**config.mk**
```make
export PLATFORM = sky130hd
export DESIGN_NAME = axi_lite_master
export DESIGN_NICKNAME = d
export VERILOG_FILES = /design/src/rtl/axi_lite_master.sv
export SDC_FILE = /design/constraint.sdc
export NUM_CORES = 1
export LEC_CHECK = 0
export ABC_AREA = 1
export CAP_MARGIN = 40
export CORE_MARGIN = 2
export CORE_UTILIZATION = 45
export DETAILED_ROUTE_END_ITERATION = 10
export PLACE_DENSITY = 0.86
export REMOVE_ABC_BUFFERS = 1
export SLEW_MARGIN = 10
export SYNTH_ARGS = -nofsm -noshare
export SYNTH_HDL_FRONTEND = slang
export SYNTH_SLANG_ARGS = --single-unit
```
**constraint.sdc**
```tcl
create_clock -name clk -period 14.9 [get_ports clk]
set_input_delay 2.235 -clock clk [delete_from_list [all_inputs] [get_ports clk]]
set_output_delay 2.235 -clock clk [all_outputs]
set_load 0.02 [all_outputs]
```
**src/rtl/axi_lite_master.sv**
```systemverilog
// Single-outstanding AXI4-Lite master: turns level-sensitive write/read commands into one
// AXI4-Lite transaction each, with a per-state handshake timeout and a sticky error flag.
module axi_lite_master #(
  parameter int ADDR_WIDTH = 32,
  parameter int DATA_WIDTH = 32,
  parameter int TIMEOUT    = 1024
) (
  input  logic                    clk,
  input  logic                    reset,
  input  logic                    C_VALID,
  input  logic [ADDR_WIDTH-1:0]   C_ADRR,
  input  logic [DATA_WIDTH-1:0]   C_DATA,
  input  logic [DATA_WIDTH/8-1:0] C_STRB,
  input  logic                    C_VALID_R,
  input  logic [ADDR_WIDTH-1:0]   C_ADRR_R,
  output logic [DATA_WIDTH-1:0]   U_ADRR,
  output logic                    BUSY,
  output logic                    WR_DONE,
  output logic                    RD_DONE,
  output logic                    ERR,
  output logic [ADDR_WIDTH-1:0]   M_AXI_AWADDR,
  output logic                    M_AXI_AWVALID,
  input  logic                    M_AXI_AWREADY,
  output logic [DATA_WIDTH-1:0]   M_AXI_WDATA,
  output logic [DATA_WIDTH/8-1:0] M_AXI_WSTRB,
  output logic                    M_AXI_WVALID,
  input  logic                    M_AXI_WREADY,
  input  logic [1:0]              M_AXI_BRESP,
  input  logic                    M_AXI_BVALID,
  output logic                    M_AXI_BREADY,
  output logic [ADDR_WIDTH-1:0]   M_AXI_ARADDR,
  output logic                    M_AXI_ARVALID,
  input  logic                    M_AXI_ARREADY,
  input  logic [DATA_WIDTH-1:0]   M_AXI_RDATA,
  input  logic [1:0]              M_AXI_RRESP,
  input  logic                    M_AXI_RVALID,
  output logic                    M_AXI_RREADY
);

  localparam int SW    = DATA_WIDTH / 8;
  localparam int CNT_W = (TIMEOUT > 1) ? $clog2(TIMEOUT + 1) : 1;
  localparam logic [CNT_W-1:0] TMO_LAST = CNT_W'(TIMEOUT - 1);
  localparam bit   TMO_EN  = (TIMEOUT != 0);

  localparam logic [2:0] ST_IDLE    = 3'd0;
  localparam logic [2:0] ST_WR_REQ  = 3'd1;
  localparam logic [2:0] ST_WR_RESP = 3'd2;
  localparam logic [2:0] ST_RD_REQ  = 3'd3;
  localparam logic [2:0] ST_RD_RESP = 3'd4;

  logic [2:0]            state_q,   state_d;
  logic [CNT_W-1:0]      tmo_cnt_q, tmo_cnt_d;
  logic                  awvalid_q, awvalid_d;
  logic                  wvalid_q,  wvalid_d;
  logic                  bready_q,  bready_d;
  logic                  arvalid_q, arvalid_d;
  logic                  rready_q,  rready_d;
  logic [ADDR_WIDTH-1:0] awaddr_q,  awaddr_d;
  logic [ADDR_WIDTH-1:0] araddr_q,  araddr_d;
  logic [DATA_WIDTH-1:0] wdata_q,   wdata_d;
  logic [SW-1:0]         wstrb_q,   wstrb_d;
  logic [DATA_WIDTH-1:0] u_adrr_q,  u_adrr_d;
  logic                  wr_done_q, wr_done_d;
  logic                  rd_done_q, rd_done_d;
  logic                  err_q,     err_d;
  logic                  tmo_hit;

  // A handshake in the same cycle as the limit wins over the timeout.
  assign tmo_hit = TMO_EN && (tmo_cnt_q == TMO_LAST);

  always_comb begin
    // NOTE: every next-state signal gets a hold/default value first so no path leaves it unassigned (no latches).
    state_d   = state_q;
    awvalid_d = awvalid_q;
    wvalid_d  = wvalid_q;
    bready_d  = bready_q;
    arvalid_d = arvalid_q;
    rready_d  = rready_q;
    awaddr_d  = awaddr_q;
    araddr_d  = araddr_q;
    wdata_d   = wdata_q;
    wstrb_d   = wstrb_q;
    u_adrr_d  = u_adrr_q;
    err_d     = err_q;
    wr_done_d = 1'b0;
    rd_done_d = 1'b0;

    case (state_q)
      ST_IDLE: begin
        if (C_VALID) begin
          awaddr_d  = C_ADRR;
          wdata_d   = C_DATA;
          wstrb_d   = C_STRB;
          awvalid_d = 1'b1;
          wvalid_d  = 1'b1;
          err_d     = 1'b0;
          state_d   = ST_WR_REQ;
        end else if (C_VALID_R) begin
          araddr_d  = C_ADRR_R;
          arvalid_d = 1'b1;
          err_d     = 1'b0;
          state_d   = ST_RD_REQ;
        end
      end
      ST_WR_REQ: begin
        // AW and W retire independently; B is only accepted once both are gone.
        awvalid_d = awvalid_q & ~M_AXI_AWREADY;
        wvalid_d  = wvalid_q & ~M_AXI_WREADY;
        if (!awvalid_d && !wvalid_d) begin
          bready_d = 1'b1;
          state_d  = ST_WR_RESP;
        end else if (tmo_hit) begin
          awvalid_d = 1'b0;
          wvalid_d  = 1'b0;
          wr_done_d = 1'b1;
          err_d     = 1'b1;
          state_d   = ST_IDLE;
        end
      end
      ST_WR_RESP: begin
        if (M_AXI_BVALID) begin
          bready_d  = 1'b0;
          wr_done_d = 1'b1;
          err_d     = err_q | (M_AXI_BRESP != 2'b00);
          state_d   = ST_IDLE;
        end else if (tmo_hit) begin
          bready_d  = 1'b0;
          wr_done_d = 1'b1;
          err_d     = 1'b1;
          state_d   = ST_IDLE;
        end
      end
      ST_RD_REQ: begin
        if (M_AXI_ARREADY) begin
          arvalid_d = 1'b0;
          rready_d  = 1'b1;
          state_d   = ST_RD_RESP;
        end else if (tmo_hit) begin
          arvalid_d = 1'b0;
          rd_done_d = 1'b1;
          err_d     = 1'b1;
          state_d   = ST_IDLE;
        end
      end
      ST_RD_RESP: begin
        if (M_AXI_RVALID) begin
          u_adrr_d  = M_AXI_RDATA;
          rready_d  = 1'b0;
          rd_done_d = 1'b1;
          err_d     = err_q | (M_AXI_RRESP != 2'b00);
          state_d   = ST_IDLE;
        end else if (tmo_hit) begin
          rready_d  = 1'b0;
          rd_done_d = 1'b1;
          err_d     = 1'b1;
          state_d   = ST_IDLE;
        end
      end
      default: state_d = ST_IDLE;
    endcase

    tmo_cnt_d = tmo_cnt_q;
    if (state_d != state_q)     tmo_cnt_d = '0;
    else if (state_q != ST_IDLE) tmo_cnt_d = tmo_cnt_q + CNT_W'(1);
  end

  always_ff @(posedge clk or posedge reset) begin
    if (reset) begin
      state_q   <= ST_IDLE;
      tmo_cnt_q <= '0;
      awvalid_q <= 1'b0;
      wvalid_q  <= 1'b0;
      bready_q  <= 1'b0;
      arvalid_q <= 1'b0;
      rready_q  <= 1'b0;
      awaddr_q  <= '0;
      araddr_q  <= '0;
      wdata_q   <= '0;
      wstrb_q   <= '0;
      u_adrr_q  <= '0;
      wr_done_q <= 1'b0;
      rd_done_q <= 1'b0;
      err_q     <= 1'b0;
    end else begin
      // NOTE: non-blocking assignments so every register samples the pre-edge values.
      state_q   <= state_d;
      tmo_cnt_q <= tmo_cnt_d;
      awvalid_q <= awvalid_d;
      wvalid_q  <= wvalid_d;
      bready_q  <= bready_d;
      arvalid_q <= arvalid_d;
      rready_q  <= rready_d;
      awaddr_q  <= awaddr_d;
      araddr_q  <= araddr_d;
      wdata_q   <= wdata_d;
      wstrb_q   <= wstrb_d;
      u_adrr_q  <= u_adrr_d;
      wr_done_q <= wr_done_d;
      rd_done_q <= rd_done_d;
      err_q     <= err_d;
    end
  end

  assign BUSY          = (state_q != ST_IDLE);
  assign WR_DONE       = wr_done_q;
  assign RD_DONE       = rd_done_q;
  assign ERR           = err_q;
  assign U_ADRR        = u_adrr_q;
  assign M_AXI_AWADDR  = awaddr_q;
  assign M_AXI_AWVALID = awvalid_q;
  assign M_AXI_WDATA   = wdata_q;
  assign M_AXI_WSTRB   = wstrb_q;
  assign M_AXI_WVALID  = wvalid_q;
  assign M_AXI_BREADY  = bready_q;
  assign M_AXI_ARADDR  = araddr_q;
  assign M_AXI_ARVALID = arvalid_q;
  assign M_AXI_RREADY  = rready_q;

endmodule

```
# Word level (Yosys, flattened, before mapping)
# Index checks and enable logic that the tools add are counted.
totals:
  elab_cells: 104
  regBits: 154
  in_bits: 145
classes:
  bitwise_logic: 7
  mux: 43
  reduce_logical: 21
  n_addsub: 1
  eq_ne: 17
ops:
  columns: ["op", "n"]
  rows:
  - ["2-to-1 mux 1 bit", 25]
  - ["2-to-1 mux 11 bit", 2]
  - ["2-to-1 mux 3 bit", 7]
  - ["case mux 3 bit (5 select lines)", 1]
  - ["!= test 2 bit, second input constant", 7]
  - ["case mux 1 bit (2 select lines)", 7]
  - ["nonzero test 2 bit", 7]
  - ["!= test 3 bit, second input constant", 4]
  - ["adder 11 x 1 -> 11 bit, second input constant", 1]
  - ["== test 11 x 10 -> 1 bit, second input constant", 1]
  - ["AND reduction 3 bit", 3]
  - ["AND reduction 4 bit", 2]
  - ["== test 3 x 2 -> 1 bit, second input constant", 2]
  - ["AND reduction 2 bit", 3]
  - ["case mux 1 bit (5 select lines)", 1]
  - ["nonzero test 5 bit", 1]
  - ["== test 3 x 1 -> 1 bit, second input constant", 1]
  - ["== test 3 bit, second input constant", 1]
  - ["logical NOT 3 bit", 1]
  - ["!= test 3 bit", 1]
  - ["inverter 1 bit", 3]
  - ["nonzero test 3 bit", 1]
  - ["bitwise AND 1 bit", 2]
  - ["logical NOT 1 bit", 2]
  - ["2 further kinds", 3]

# Logic depth before layout (Yosys ltp)
logic_depth:
  ltp_word: 8
  mapped_depth: 11
  ltp_nobuf: 10

# Least setup slack after synthesis
# Ideal clock, no wire load.
synth_timing:
  path_kind: "input to register"
  from: "in C_VALID"
  to: "reg araddr_q[10], in the netlist M_AXI_ARADDR[10]"
  required_ns: 14.775
  path_stages: 4
  setup_slack_ns: 11.790
  setup_ns: 0.125
  arrival_time_ns: 2.985
  n_path_buf: 1
  path_cell_list: "inv_1 -> nand3_4 -> buf_2 -> mux2_2"
synth_between:
  elab_chain_cells: 2
synth_lines:
  columns: ["element", "line_no", "text"]
  rows:
  - ["from (decl)", "10", "input logic C_VALID,"]
  - ["inverter 1 bit (no source line)", null, null]
  - ["AND reduction 3 bit (no source line)", null, null]
  - ["to (signal assigned)", "194", "araddr_q <= araddr_d;"]
  - ["to (decl)", "59", "logic [ADDR_WIDTH-1:0] araddr_q, araddr_d;"]
# Every way passes these cells.
# A chain may end at the register's enable or synchronous reset.

# Worst setup path after layout
layout_timing:
  from: "reg state_q[1]"
  to: "out BUSY"
layout_between:
  elab_chain_cells: 1
layout_lines:
  columns: ["element", "line_no", "text"]
  rows:
  - ["from (decl)", "51", "logic [2:0] state_q, state_d;"]
  - ["from (signal assigned)", "186", "state_q <= state_d;"]
  - ["nonzero test 3 bit", "204", "assign BUSY = (state_q != ST_IDLE);"]
  - ["to (decl)", "17", "output logic BUSY,"]
# Every way passes these cells.

==> flow_metrics.env <==
export IMPL_portBuffers=285
export IMPL_fmax_mhz=248
export IMPL_synth_flop_cell="dfrtp_1"
export IMPL_antenna_found_initial=0
export IMPL_vias_per_cell=4.87
export IMPL_ir_worst_vdd_uv=149
export IMPL_htreeDepth=4
export IMPL_fp_dieW_um=121
export IMPL_status="complete, no violations"
export IMPL_r2r_cells=8
export IMPL_setup_viol=0
export IMPL_postRouteAntennaNets=0
export IMPL_cp_end_kind="output port"
export IMPL_r2r_end="M_AXI_WDATA[14]"
export IMPL_synth_warnings=0
export IMPL_timing_final_max_slew_violations=0
export IMPL_hp_start="M_AXI_WDATA[30]"
export IMPL_post_route_util=0.742
export IMPL_clockRootBuffer="clkbuf_16"
export IMPL_clock_path_buffers=2
export IMPL_ys_seq_elements=154
export IMPL_vias=5197
export IMPL_grt_pass1_vias=5411
export IMPL_hp_class="flop to flop"
export IMPL_post_dp_hpwl_um=12400
export IMPL_diodes=0
export IMPL_hold_viol_final=0
export IMPL_synth_top_cells_by_area="dfrtp_1 62%, nand2_1 15%, mux2_2 12%"
export IMPL_postCtsHoldBufs=0
export IMPL_grtUsageTotal=0.244
export IMPL_yosysTopAreaCellShare=0.624
export IMPL_startpoint_type="flop"
export IMPL_skew_ns=0.00808
export IMPL_areaGrowthSynthToFinish_pct=60.4
export IMPL_final_nets=1025
export IMPL_clock_latency_ns=0.42
export IMPL_hold_path_depth=2
export IMPL_dieHeight_um=121
export IMPL_layout_drive_gt1_share=0.133
export IMPL_slew_headroom=0.489
export IMPL_grt_start_max_net_pins=82
export IMPL_dr_first_iter_drc_count=199
export IMPL_path_clk_slew_ns=0.06
export IMPL_grt_pass1_wl_um=27500
export IMPL_routedWlPerCell_um=16.3
export IMPL_cap_violations=0
export IMPL_tritoncts="done"
export IMPL_rsz0062_at_grt="no"
export IMPL_core_area_mm2=0.0133
export IMPL_gr_total_overflow=0
export IMPL_synth_edf_count=0
export IMPL_powerDensity_mw_per_mm2=222
export IMPL_yosysTopAreaCell="dfrtp_1"
export IMPL_gp_congestion=0.819
export IMPL_initial_core_util=0.463
export IMPL_synth_most_common_cell="nand2_1"
export IMPL_required_ns=12.66
export IMPL_synth_distinct_cells=28
export IMPL_reg2reg_slack_ns=12.49
export IMPL_r2r_start="state_q[1]"
export IMPL_rows=42
export IMPL_synth_common_cells="247 x nand2_1, 154 x dfrtp_1, 64 x mux2_2"
export IMPL_crit_arrival_ns=1.80
export IMPL_hold_end="M_AXI_WDATA[30]"
export IMPL_final_period_utilization=0.271
export IMPL_postCtsSetupBuffers=0
export IMPL_syn_inst=592
export IMPL_async_flop_share=1.00
export IMPL_ys_seq_area_frac=0.624
export IMPL_cp_max_fo=10
export IMPL_io_pins=286
export IMPL_cts_resized=0
export IMPL_drt_total_wl_um=17400
export IMPL_worstMarginPinSlew_ns=0.764
export IMPL_leakagePower_uw=0.00460
export IMPL_numCtsBuffers=17
export IMPL_syn_area_mm2=0.00617
export IMPL_path_class="flop to output port"
export IMPL_cts_sinks=154
export IMPL_layout_min_cycle_time_ns=4.03
export IMPL_avgSynthCellArea_um2=10.4
export IMPL_drc=0
export IMPL_dr_pass1_iters=4
export IMPL_dieArea_mm2=0.0147
export IMPL_setup_tns_final_ns=0
==> worst max path at each step <==
stage                          start               end  slack [ns]  cells past startpoint
after global placement       C_VALID  M_AXI_AWADDR[19]       10.34                      7
after detailed placement     C_VALID  M_AXI_AWADDR[22]       10.46                      8
final                     state_q[1]              BUSY       10.87                      3
after floorplan                reset               ERR        8.52                      1
after global routing         C_VALID   M_AXI_WDATA[14]       10.74                      8
after CTS                 state_q[1]              BUSY       10.86                      3
==> layout by cell type, fill, tap and decap left out, types with 2 or more instances in the layout <==
cell / count
nor3_1: 3
o21ai_0: 6
dfrtp_1: 154
clkdlybuf4s50_1: 285
clkinv_2: 2
clkbuf_16: 17
bufinv_16: 7
clkbuf_1: 2
xor2_1: 3
a21oi_1: 4
inv_1: 24
nor2_2: 13
xnor2_1: 5
mux2_2: 64
nand4_1: 3
nand2_1: 247
nor2_1: 15
nand3_1: 16
clkinvlp_4: 2
inv_2: 2
buf_4: 2
==> final cells by class <==
| cell class | instances | area, um^2 |
|---|---|---|
| inverter | 27 | 106 |
| fill | 949 | 3440 |
| sequential | 154 | 3850 |
| clock inverter | 12 | 244 |
| multi-input combinational | 390 | 2120 |
| timing repair buffer | 289 | 2920 |
| tap | 176 | 220 |
| clock buffer | 20 | 447 |
==> through the flow <==
| stage | setup WS (ns) | power, uW | instances | instance area [um^2] | hold WS, ns |
|---|---|---|---|---|---|
| 3_5_place_dp | 10.46 | 1700 | 1036 | 9220 | 0.457 |
| 6_report | 10.87 | 2200 | 1068 | 9910 | 0.468 |
| 2_1_floorplan | 8.52 | 1190 | 571 | 6080 | 0.552 |
| 3_3_place_gp | 10.34 | 1670 | 1034 | 9170 | 0.453 |
| 4_1_cts | 10.86 | 2220 | 1068 | 9910 | 0.472 |
| 5_1_grt | 10.74 | 2310 | 1068 | 9910 | 0.493 |
==> flip-flops by register name, summed over array words and instances, names as in the netlist <==
name / cells
M_AXI_AWADDR: 32
M_AXI_ARVALID: 1
U_ADRR: 32
M_AXI_ARADDR: 32
M_AXI_RREADY: 1
RD_DONE: 1
WR_DONE: 1
M_AXI_WSTRB: 4
ERR: 1
M_AXI_WVALID: 1
tmo_cnt_q: 11
M_AXI_AWVALID: 1
M_AXI_WDATA: 32
state_q: 3
M_AXI_BREADY: 1
==> report_power, final <==
part	switching [uW]	leakage (uW)	internal, uW
sequential	104	0.00192	604
clock	167	0.000330	335
combinational	519	0.00235	471
==> cell families (layout without fill, tap and decap cells) <==
family          after synthesis  after routing  synth area share
compound gates               14             14            0.0124
xor+xnor                      8              8            0.0113
fa+ha+maj                     1              1           0.00203
buf+inv                      48            348            0.0324
flops                       154            154             0.624
mux                          64             64             0.117
simple gates                303            303             0.201
==> critical path: stages, from the launching register on <==
cell and delay, ns:
dfrtp_1 0.45, nor2_2 0.21, nand2_4 0.15, clkdlybuf4s50_1 0.57
==> routing by layer <==
metal | GRT usage | routed length, um
met5 | 0 | 0
met4 | 0.0984 | 538
met3 | 0.0780 | 1330
met2 | 0.434 | 9160
met1 | 0.269 | 6360
Note: power is estimated with default switching activity, not from simulation.
